## src/rtl/gat_pkg.sv

```systemverilog
// Shared GAT feature-path types: default word geometry, packed vector type
// and the feature-reader state encoding.
package gat_pkg;

  localparam int unsigned NEW_FEATURE_WIDTH = 32;
  localparam int unsigned NUM_FEATURE_OUT   = 16;

  typedef logic [NUM_FEATURE_OUT-1:0][NEW_FEATURE_WIDTH-1:0] feat_vec_t;

  typedef enum logic [2:0] {
    RD_IDLE  = 3'd0,
    RD_FETCH = 3'd1,
    RD_WAIT  = 3'd2,
    RD_DRAIN = 3'd3,
    RD_DONE  = 3'd4
  } rd_state_e;

endpackage

```

## src/rtl/feat_rd_pipe.sv

```systemverilog
// Delay line matching the BRAM read latency: carries each read's valid bit
// and lane index so they line up with the returning data word.
module feat_rd_pipe #(
  parameter int unsigned LATENCY = 1,
  parameter int unsigned LANE_W  = 4
) (
  input  logic              clk,
  input  logic              rst,
  input  logic              vld_i,
  input  logic [LANE_W-1:0] lane_i,
  output logic              vld_o,
  output logic [LANE_W-1:0] lane_o
);

  logic [LATENCY-1:0]             vld_q, vld_d;
  logic [LATENCY-1:0][LANE_W-1:0] lane_q, lane_d;

  always_comb begin
    vld_d     = vld_q;
    lane_d    = lane_q;
    vld_d[0]  = vld_i;
    lane_d[0] = lane_i;
    for (int unsigned i = 1; i < LATENCY; i++) begin
      vld_d[i]  = vld_q[i-1];
      lane_d[i] = lane_q[i-1];
    end
  end

  always_ff @(posedge clk or posedge rst) begin
    if (rst) begin
      vld_q  <= '0;
      lane_q <= '0;
    end else begin
      vld_q  <= vld_d;
      lane_q <= lane_d;
    end
  end

  assign vld_o  = vld_q[LATENCY-1];
  assign lane_o = lane_q[LATENCY-1];

endmodule

```

## src/rtl/feature_reader.sv

```systemverilog
// Drains the new-feature BRAM node by node, packing NUM_FEATURE_OUT words
// per node into one vector presented on a valid/ready stream.
module feature_reader #(
  parameter int unsigned NEW_FEATURE_WIDTH = gat_pkg::NEW_FEATURE_WIDTH,
  parameter int unsigned NUM_FEATURE_OUT   = gat_pkg::NUM_FEATURE_OUT,
  parameter int unsigned NUM_SUBGRAPHS     = 2708,
  parameter int unsigned READ_LATENCY      = 1,
  localparam int unsigned NEW_FEATURE_DEPTH = NUM_SUBGRAPHS * NUM_FEATURE_OUT,
  localparam int unsigned ADDR_W            = $clog2(NEW_FEATURE_DEPTH),
  localparam int unsigned NODE_W            = $clog2(NUM_SUBGRAPHS + 1)
) (
  input  logic                                        clk,
  input  logic                                        rst,
  input  logic                                        start_i,
  input  logic [ADDR_W-1:0]                           base_addr_i,
  input  logic [NODE_W-1:0]                           num_nodes_i,
  output logic                                        busy_o,
  output logic                                        done_o,
  output logic [ADDR_W-1:0]                           feat_bram_addrb,
  output logic                                        feat_bram_enb,
  input  logic [NEW_FEATURE_WIDTH-1:0]                feat_bram_dout,
  output logic [NUM_FEATURE_OUT*NEW_FEATURE_WIDTH-1:0] feat_vec_o,
  output logic [NODE_W-1:0]                           feat_node_o,
  output logic                                        feat_vld_o,
  input  logic                                        feat_rdy_i
);

  import gat_pkg::*;

  localparam int unsigned LANE_W = (NUM_FEATURE_OUT > 1) ? $clog2(NUM_FEATURE_OUT) : 1;
  localparam logic [LANE_W-1:0] LAST_LANE = LANE_W'(NUM_FEATURE_OUT - 1);

  typedef logic [NUM_FEATURE_OUT-1:0][NEW_FEATURE_WIDTH-1:0] vec_t;

  rd_state_e         state_q, state_d;
  logic              busy_q, busy_d;
  logic              done_q, done_d;
  logic              enb_q, enb_d;
  logic [ADDR_W-1:0] addr_q, addr_d;
  logic [LANE_W-1:0] lane_q, lane_d;
  logic [NODE_W-1:0] num_nodes_q, num_nodes_d;
  logic [NODE_W-1:0] fetch_cnt_q, fetch_cnt_d;
  logic [NODE_W-1:0] xfer_cnt_q, xfer_cnt_d;
  vec_t              shadow_q, shadow_d;
  logic              shadow_full_q, shadow_full_d;
  vec_t              out_vec_q, out_vec_d;
  logic [NODE_W-1:0] out_node_q, out_node_d;
  logic              vld_q, vld_d;

  logic              ret_vld;
  logic [LANE_W-1:0] ret_lane;
  logic              xfer;

  feat_rd_pipe #(
    .LATENCY (READ_LATENCY),
    .LANE_W  (LANE_W)
  ) u_rd_pipe (
    .clk    (clk),
    .rst    (rst),
    .vld_i  (enb_q),
    .lane_i (lane_q),
    .vld_o  (ret_vld),
    .lane_o (ret_lane)
  );

  // Shadow moves to the output whenever the output slot is free or draining.
  assign xfer = shadow_full_q && (!vld_q || feat_rdy_i);

  always_comb begin
    state_d       = state_q;
    busy_d        = busy_q;
    done_d        = 1'b0;
    enb_d         = enb_q;
    addr_d        = addr_q;
    lane_d        = lane_q;
    num_nodes_d   = num_nodes_q;
    fetch_cnt_d   = fetch_cnt_q;
    xfer_cnt_d    = xfer_cnt_q;
    shadow_d      = shadow_q;
    shadow_full_d = shadow_full_q;
    out_vec_d     = out_vec_q;
    out_node_d    = out_node_q;
    vld_d         = vld_q;

    if (ret_vld) begin
      shadow_d[ret_lane] = feat_bram_dout;
      if (ret_lane == LAST_LANE) shadow_full_d = 1'b1;
    end

    if (xfer) begin
      out_vec_d     = shadow_q;
      out_node_d    = xfer_cnt_q;
      xfer_cnt_d    = NODE_W'(xfer_cnt_q + 1'b1);
      vld_d         = 1'b1;
      shadow_full_d = 1'b0;
    end else if (vld_q && feat_rdy_i) begin
      vld_d = 1'b0;
    end

    case (state_q)
      RD_IDLE: begin
        if (start_i) begin
          busy_d     = 1'b1;
          xfer_cnt_d = '0;
          if (num_nodes_i == '0) begin
            state_d = RD_DONE;
            done_d  = 1'b1;
          end else begin
            state_d     = RD_FETCH;
            num_nodes_d = num_nodes_i;
            fetch_cnt_d = NODE_W'(1);
            enb_d       = 1'b1;
            addr_d      = base_addr_i;
            lane_d      = '0;
          end
        end
      end
      RD_FETCH: begin
        if (lane_q == LAST_LANE) begin
          enb_d   = 1'b0;
          state_d = RD_WAIT;
        end else begin
          lane_d = LANE_W'(lane_q + 1'b1);
          addr_d = ADDR_W'(addr_q + 1'b1);
        end
      end
      // Next fetch may only start once this node's shadow has moved out.
      RD_WAIT: begin
        if (xfer) begin
          if (fetch_cnt_q != num_nodes_q) begin
            state_d     = RD_FETCH;
            fetch_cnt_d = NODE_W'(fetch_cnt_q + 1'b1);
            enb_d       = 1'b1;
            addr_d      = ADDR_W'(addr_q + 1'b1);
            lane_d      = '0;
          end else begin
            state_d = RD_DRAIN;
          end
        end
      end
      RD_DRAIN: begin
        if (vld_q && feat_rdy_i && !shadow_full_q) begin
          state_d = RD_DONE;
          busy_d  = 1'b0;
          done_d  = 1'b1;
        end
      end
      RD_DONE: begin
        state_d = RD_IDLE;
        busy_d  = 1'b0;
      end
      default: begin
        state_d = RD_IDLE;
        busy_d  = 1'b0;
        enb_d   = 1'b0;
      end
    endcase
  end

  always_ff @(posedge clk or posedge rst) begin
    if (rst) begin
      state_q       <= RD_IDLE;
      busy_q        <= 1'b0;
      done_q        <= 1'b0;
      enb_q         <= 1'b0;
      addr_q        <= '0;
      lane_q        <= '0;
      num_nodes_q   <= '0;
      fetch_cnt_q   <= '0;
      xfer_cnt_q    <= '0;
      shadow_q      <= '0;
      shadow_full_q <= 1'b0;
      out_vec_q     <= '0;
      out_node_q    <= '0;
      vld_q         <= 1'b0;
    end else begin
      state_q       <= state_d;
      busy_q        <= busy_d;
      done_q        <= done_d;
      enb_q         <= enb_d;
      addr_q        <= addr_d;
      lane_q        <= lane_d;
      num_nodes_q   <= num_nodes_d;
      fetch_cnt_q   <= fetch_cnt_d;
      xfer_cnt_q    <= xfer_cnt_d;
      shadow_q      <= shadow_d;
      shadow_full_q <= shadow_full_d;
      out_vec_q     <= out_vec_d;
      out_node_q    <= out_node_d;
      vld_q         <= vld_d;
    end
  end

  assign busy_o          = busy_q;
  assign done_o          = done_q;
  assign feat_bram_enb   = enb_q;
  assign feat_bram_addrb = addr_q;
  assign feat_vec_o      = out_vec_q;
  assign feat_node_o     = out_node_q;
  assign feat_vld_o      = vld_q;

endmodule

```

## config.mk

```make
export PLATFORM = sky130hd
export DESIGN_NAME = feature_reader
export DESIGN_NICKNAME = d
export VERILOG_FILES = /design/src/rtl/gat_pkg.sv /design/src/rtl/feat_rd_pipe.sv /design/src/rtl/feature_reader.sv
export SDC_FILE = /design/constraint.sdc
export NUM_CORES = 2
export LEC_CHECK = 0
export ABC_AREA = 1
export BUFFER_PORTS_ARGS = -buffer_cell sky130_fd_sc_hd__buf_2
export CORE_MARGIN = 3
export CORE_UTILIZATION = 57
export CTS_CLUSTER_SIZE = 8
export DETAILED_ROUTE_END_ITERATION = 10
export PLACE_DENSITY = 0.8
export SLEW_MARGIN = 20
export SYNTH_ARGS = -nofsm -noshare
export SYNTH_HDL_FRONTEND = slang
export SYNTH_SLANG_ARGS = --single-unit
```

## constraint.sdc

```tcl
create_clock -name clk -period 46.6 [get_ports clk]
set_clock_uncertainty 0.2 [all_clocks]
set_input_delay 4.66 -clock clk [delete_from_list [all_inputs] [get_ports clk]]
set_output_delay 4.66 -clock clk [all_outputs]
set_load 0.1 [all_outputs]
```

==> summary.txt <==
Drt
  • Length of the first detailed-routing pass in iterations: 8
  • Uppermost metal layer occupied by signal nets: met4
  • Detailed-route via count: about 33000
  • Routed metal-1 wirelength: ~46000 um
  • Final ANT Viol Nets: 0
  • Number of vias per cell after detailed routing: about 5.5
  • Met3 layer wire length in the routed design: 8530 um
  • DRC: 0
  • Routed wirelength normalized by instance count: 19.9 um
  • Number of design-rule violations left by the first detailed-router iteration: between 3000 and 4000
  • DR WL met2: between 50000 and 60000 um
  • Total wirelength of the detailed-routed design: about 120000 um

Critical path
  • FF-to-FF Start: shadow_full_q$_DFFE_PP0P_
  • Largest stage delay on the critical path: 0.88 ns
  • Crit start category: input pin
  • Critical path's slowest cell: buf_4
  • CP arrival: ~8 ns
  • Crit path required time: approximately 47 ns
  • Endpoint kind of the worst setup timing path: asynchronous set/reset pin
  • CP Max Fanout: 162
  • R2R Path End: feat_vec_o[500]$_DFFE_PP0N_
  • Number of cells on the critical path: 5
  • CP most frequent cell: buf_4
  • Worst setup path start: rst
  • Critical path, cell by cell: buf_2, inv_8, buf_12, buf_4, buf_4
  • WP buf/inv: 5
  • Gate family responsible for the most delay along the worst path: buffers and inverters
  • R2r worst-path depth: 7
  • Critical path start-end classification: input pin to asynchronous set/reset pin
  • Internal reg-to-reg setup slack: roughly 43 ns

Clocking
  • TritonCTS clock tree: done
  • CTS max path bufs: 3
  • Clock-pin slew of the registers on the worst-case setup and hold paths: roughly 0.050 ns
  • Clock root cell: clkbuf_16
  • CTS Hold Buffers Added: 0
  • Number of clock sinks seen by CTS: roughly 1100
  • Buffers inserted by post-CTS timing repair: 0
  • Deepest level of the CTS H-tree: 4
  • Clock insertion delay at the later pin of the skew report: between 0.7 and 0.8 ns
  • Post-cts gate resize count: 0
  • CTS buffer count: approximately 160

Power and ir drop
  • Max VDD drop: 0.0375 mV
  • Power density cells: a little over 40 nW/um2
  • Static Leakage: 27.5 nW

Placed design
  • Sum of net half-perimeters after detailed placement: roughly 74000 um
  • Number of buffer cells added on primary ports: just over 600
  • RePlAce Congestion: approximately 0.84

Run status
  • Outcome: finished, final reports clean

Synth
  • Cell Area, Synth: 41900 um2
  • Sequential-to-total area share from yosys stat: roughly 66%
  • Syn avg cell area: roughly 9.4 um2
  • EDFF count, synth: 0
  • Area fraction of the dominant cell type after synthesis: 66.1%
  • Synthesized instance count: about 4500
  • Library cell occupying the most area in the post-synthesis netlist: dfrtp_1
  • Synth Flop Type: dfrtp_1
  • Async set-or-reset flop fraction in the synthesized netlist: between 90% and 100%
  • Register bit total from synthesis: roughly 1100
  • Synth top area cells: dfrtp_1, nand2_1, o21ai_0, inv_1, clkbuf_1
  • Synth warnings: 0
  • Post-synth net total: 4540
  • Count of unique library cells instantiated by Yosys: between 40 and 50

Hold path
  • Source of the worst hold timing path: shadow_q[233]$_DFFE_PP0P_
  • Path class of the lowest-slack min-delay path: flip-flop to flip-flop
  • Cell depth of the worst hold path: 2
  • Worst hold path endpoint: feat_vec_o[233]$_DFFE_PP0N_

Timing
  • Post-Route Setup TNS: 0 ns
  • Fmax achieved: around 0.13 GHz
  • Unrepaired setup endpoints after global routing: false
  • Number of setup violations in the final report: 0
  • Worst max-slew margin expressed relative to the limit: 24.2%
  • Period minus WS final: ~7.4 ns
  • Max Slew Vio Count: 0
  • Measured slew at the worst slew-check pin: around 1.1 ns
  • Hold violation total from the final report: 0
  • Period Utilization, post-route: between 15 and 20%
  • Fin Hold WS: 0.248 ns

Floorplanning
  • Placeable Area: 72100 um2
  • Number of core rows: 98
  • Die ar.: 76700 um2
  • Overall die height: around 280 um
  • Chip Width: 277 um
  • Top-level I/O count: roughly 610
  • Initial standard-cell utilization of the core: about three fifths

GRT
  • Global-route wire length before repair: 185000 um
  • Antenna violations before repair: 3
  • Remaining global-route overflow: 0
  • Via count of the first global-routing pass: around 32000
  • Pin count of the biggest net entering global routing: 226
  • Total global-route track usage: between 30% and 40%

Cells and area
  • Most common cell after layout, fill and taps aside: nand2_1
  • Final net count: approximately 5100
  • Proportion of layout cells with a drive suffix above 1: ~18%
  • Commonest cells after routing, fill and taps aside: nand2_1, dfrtp_1, o21ai_0, buf_2, inv_1
  • P&R area growth vs syn: 18.4%

Job
  • Max cap viols: 0
## worst register-to-register path, stage by stage, from the launching register on
cell     delay (ns)
dfrtp_1        0.35
inv_1          0.16
a21oi_4        0.08
inv_8          0.58
buf_4          0.92
buf_4          0.92
nand2_1        0.24
nand2_1        0.12
## kinds of logic (layout without fill, tap and decap cells)
| kind of cell | Yosys count | in the layout | synth area share [%] |
|---|---|---|---|
| xor gates and xnor gates | 16 | 16 | 0.335 |
| muxes | 10 | 10 | 0.245 |
| AOI/OAI and AO/OA | 703 | 703 | 8.63 |
| DFF | 1105 | 1105 | 66.1 |
| other | 0 | 2 | 0 |
| buffers and inverters | 490 | 1041 | 4.73 |
| adders and majority gates | 4 | 4 | 0.120 |
| and+or+nand+nor | 2144 | 2144 | 19.9 |
## per-stage QoR
| step | setup slack, ns | power [mW] | utilization [%] | instance area (um2) | instances |
|---|---|---|---|---|---|
| 3_5_place_dp | 38.30 | 1.01 | 62.8 | 45300 | 5800 |
| 5_1_grt | 38.65 | 2.06 | 68.7 | 49600 | 5975 |
| 3_3_place_gp | 38.33 | 1.01 | 62.8 | 45300 | 5800 |
| 4_1_cts | 39.09 | 2.01 | 68.7 | 49500 | 5973 |
| 2_1_floorplan | 10.63 | 0.997 | - | 41900 | 4472 |
| 6_report | 39.16 | 2.00 | 68.7 | 49600 | 5975 |
## flip-flops by register name (all words and copies together) (netlist names)
signal,count
busy_o,1
done_o,1
feat_bram_addrb,16
feat_bram_enb,1
feat_node_o,12
feat_vec_o,512
feat_vld_o,1
fetch_cnt_q,12
lane_q,4
num_nodes_q,12
shadow_full_q,1
shadow_q,512
state_q,3
u_rd_pipe.lane_o,4
u_rd_pipe.vld_o,1
xfer_cnt_q,12
## report_power, final
| part | switching (mW) | internal [mW] | total, mW |
|---|---|---|---|
| sequential | 0.00000000000000000687 | 0.962 | 0.962 |
| combinational | 0.0317 | 0.00313 | 0.0348 |
| clock | 0.396 | 0.603 | 1.00 |
| total | 0.428 | 1.57 | 2.00 |
## metal layers
layer	vias up	track usage, %
li1	15000	-
met1	16200	39.8
met2	1553	48.3
met3	375	6.25
met4	0	19.7
met5	-	0
## cells in the mapped netlist (2+ instances only)
cell type	instances
nand2_1	1993
dfrtp_1	1105
o21ai_0	633
inv_1	222
clkbuf_1	180
buf_2	61
nor2_1	52
nand3_1	39
o21ai_1	30
o21ai_2	18
nand4_1	16
a21oi_1	15
nor3_1	10
xor2_1	10
inv_2	8
mux2i_1	8
buf_1	7
nand3_2	7
nor2_2	7
buf_6	6
xnor2_1	6
nand2_2	5
buf_4	4
ha_1	4
or2_2	4
nor3_4	3
a211oi_1	2
mux2_2	2
nand2_4	2
## worst max path at each step
stage / endpoint / slack [ns]
global placement: feat_vec_o[292]$_DFFE_PP0N_ / 38.33
global route: shadow_q[301]$_DFFE_PP0P_ / 38.65
CTS: shadow_q[301]$_DFFE_PP0P_ / 39.09
finish: feat_vec_o[160]$_DFFE_PP0N_ / 39.16
floorplan: busy_o$_DFFE_PP0P_ / 10.63
detailed placement: feat_vec_o[260]$_DFFE_PP0N_ / 38.30
## area by class of cell
cell class | instances | area, um2
Antenna cell | 2 | 5.00
Fill cell | 5266 | 22500
Sequential cell | 1105 | 27700
Clock inverter | 13 | 259
Clock buffer | 160 | 3980
Multi-Input combinational cell | 2877 | 12300
Timing Repair Buffer | 637 | 3330
Inverter | 231 | 883
Tap cell | 950 | 1190
(Power assumes the default switching activity.)
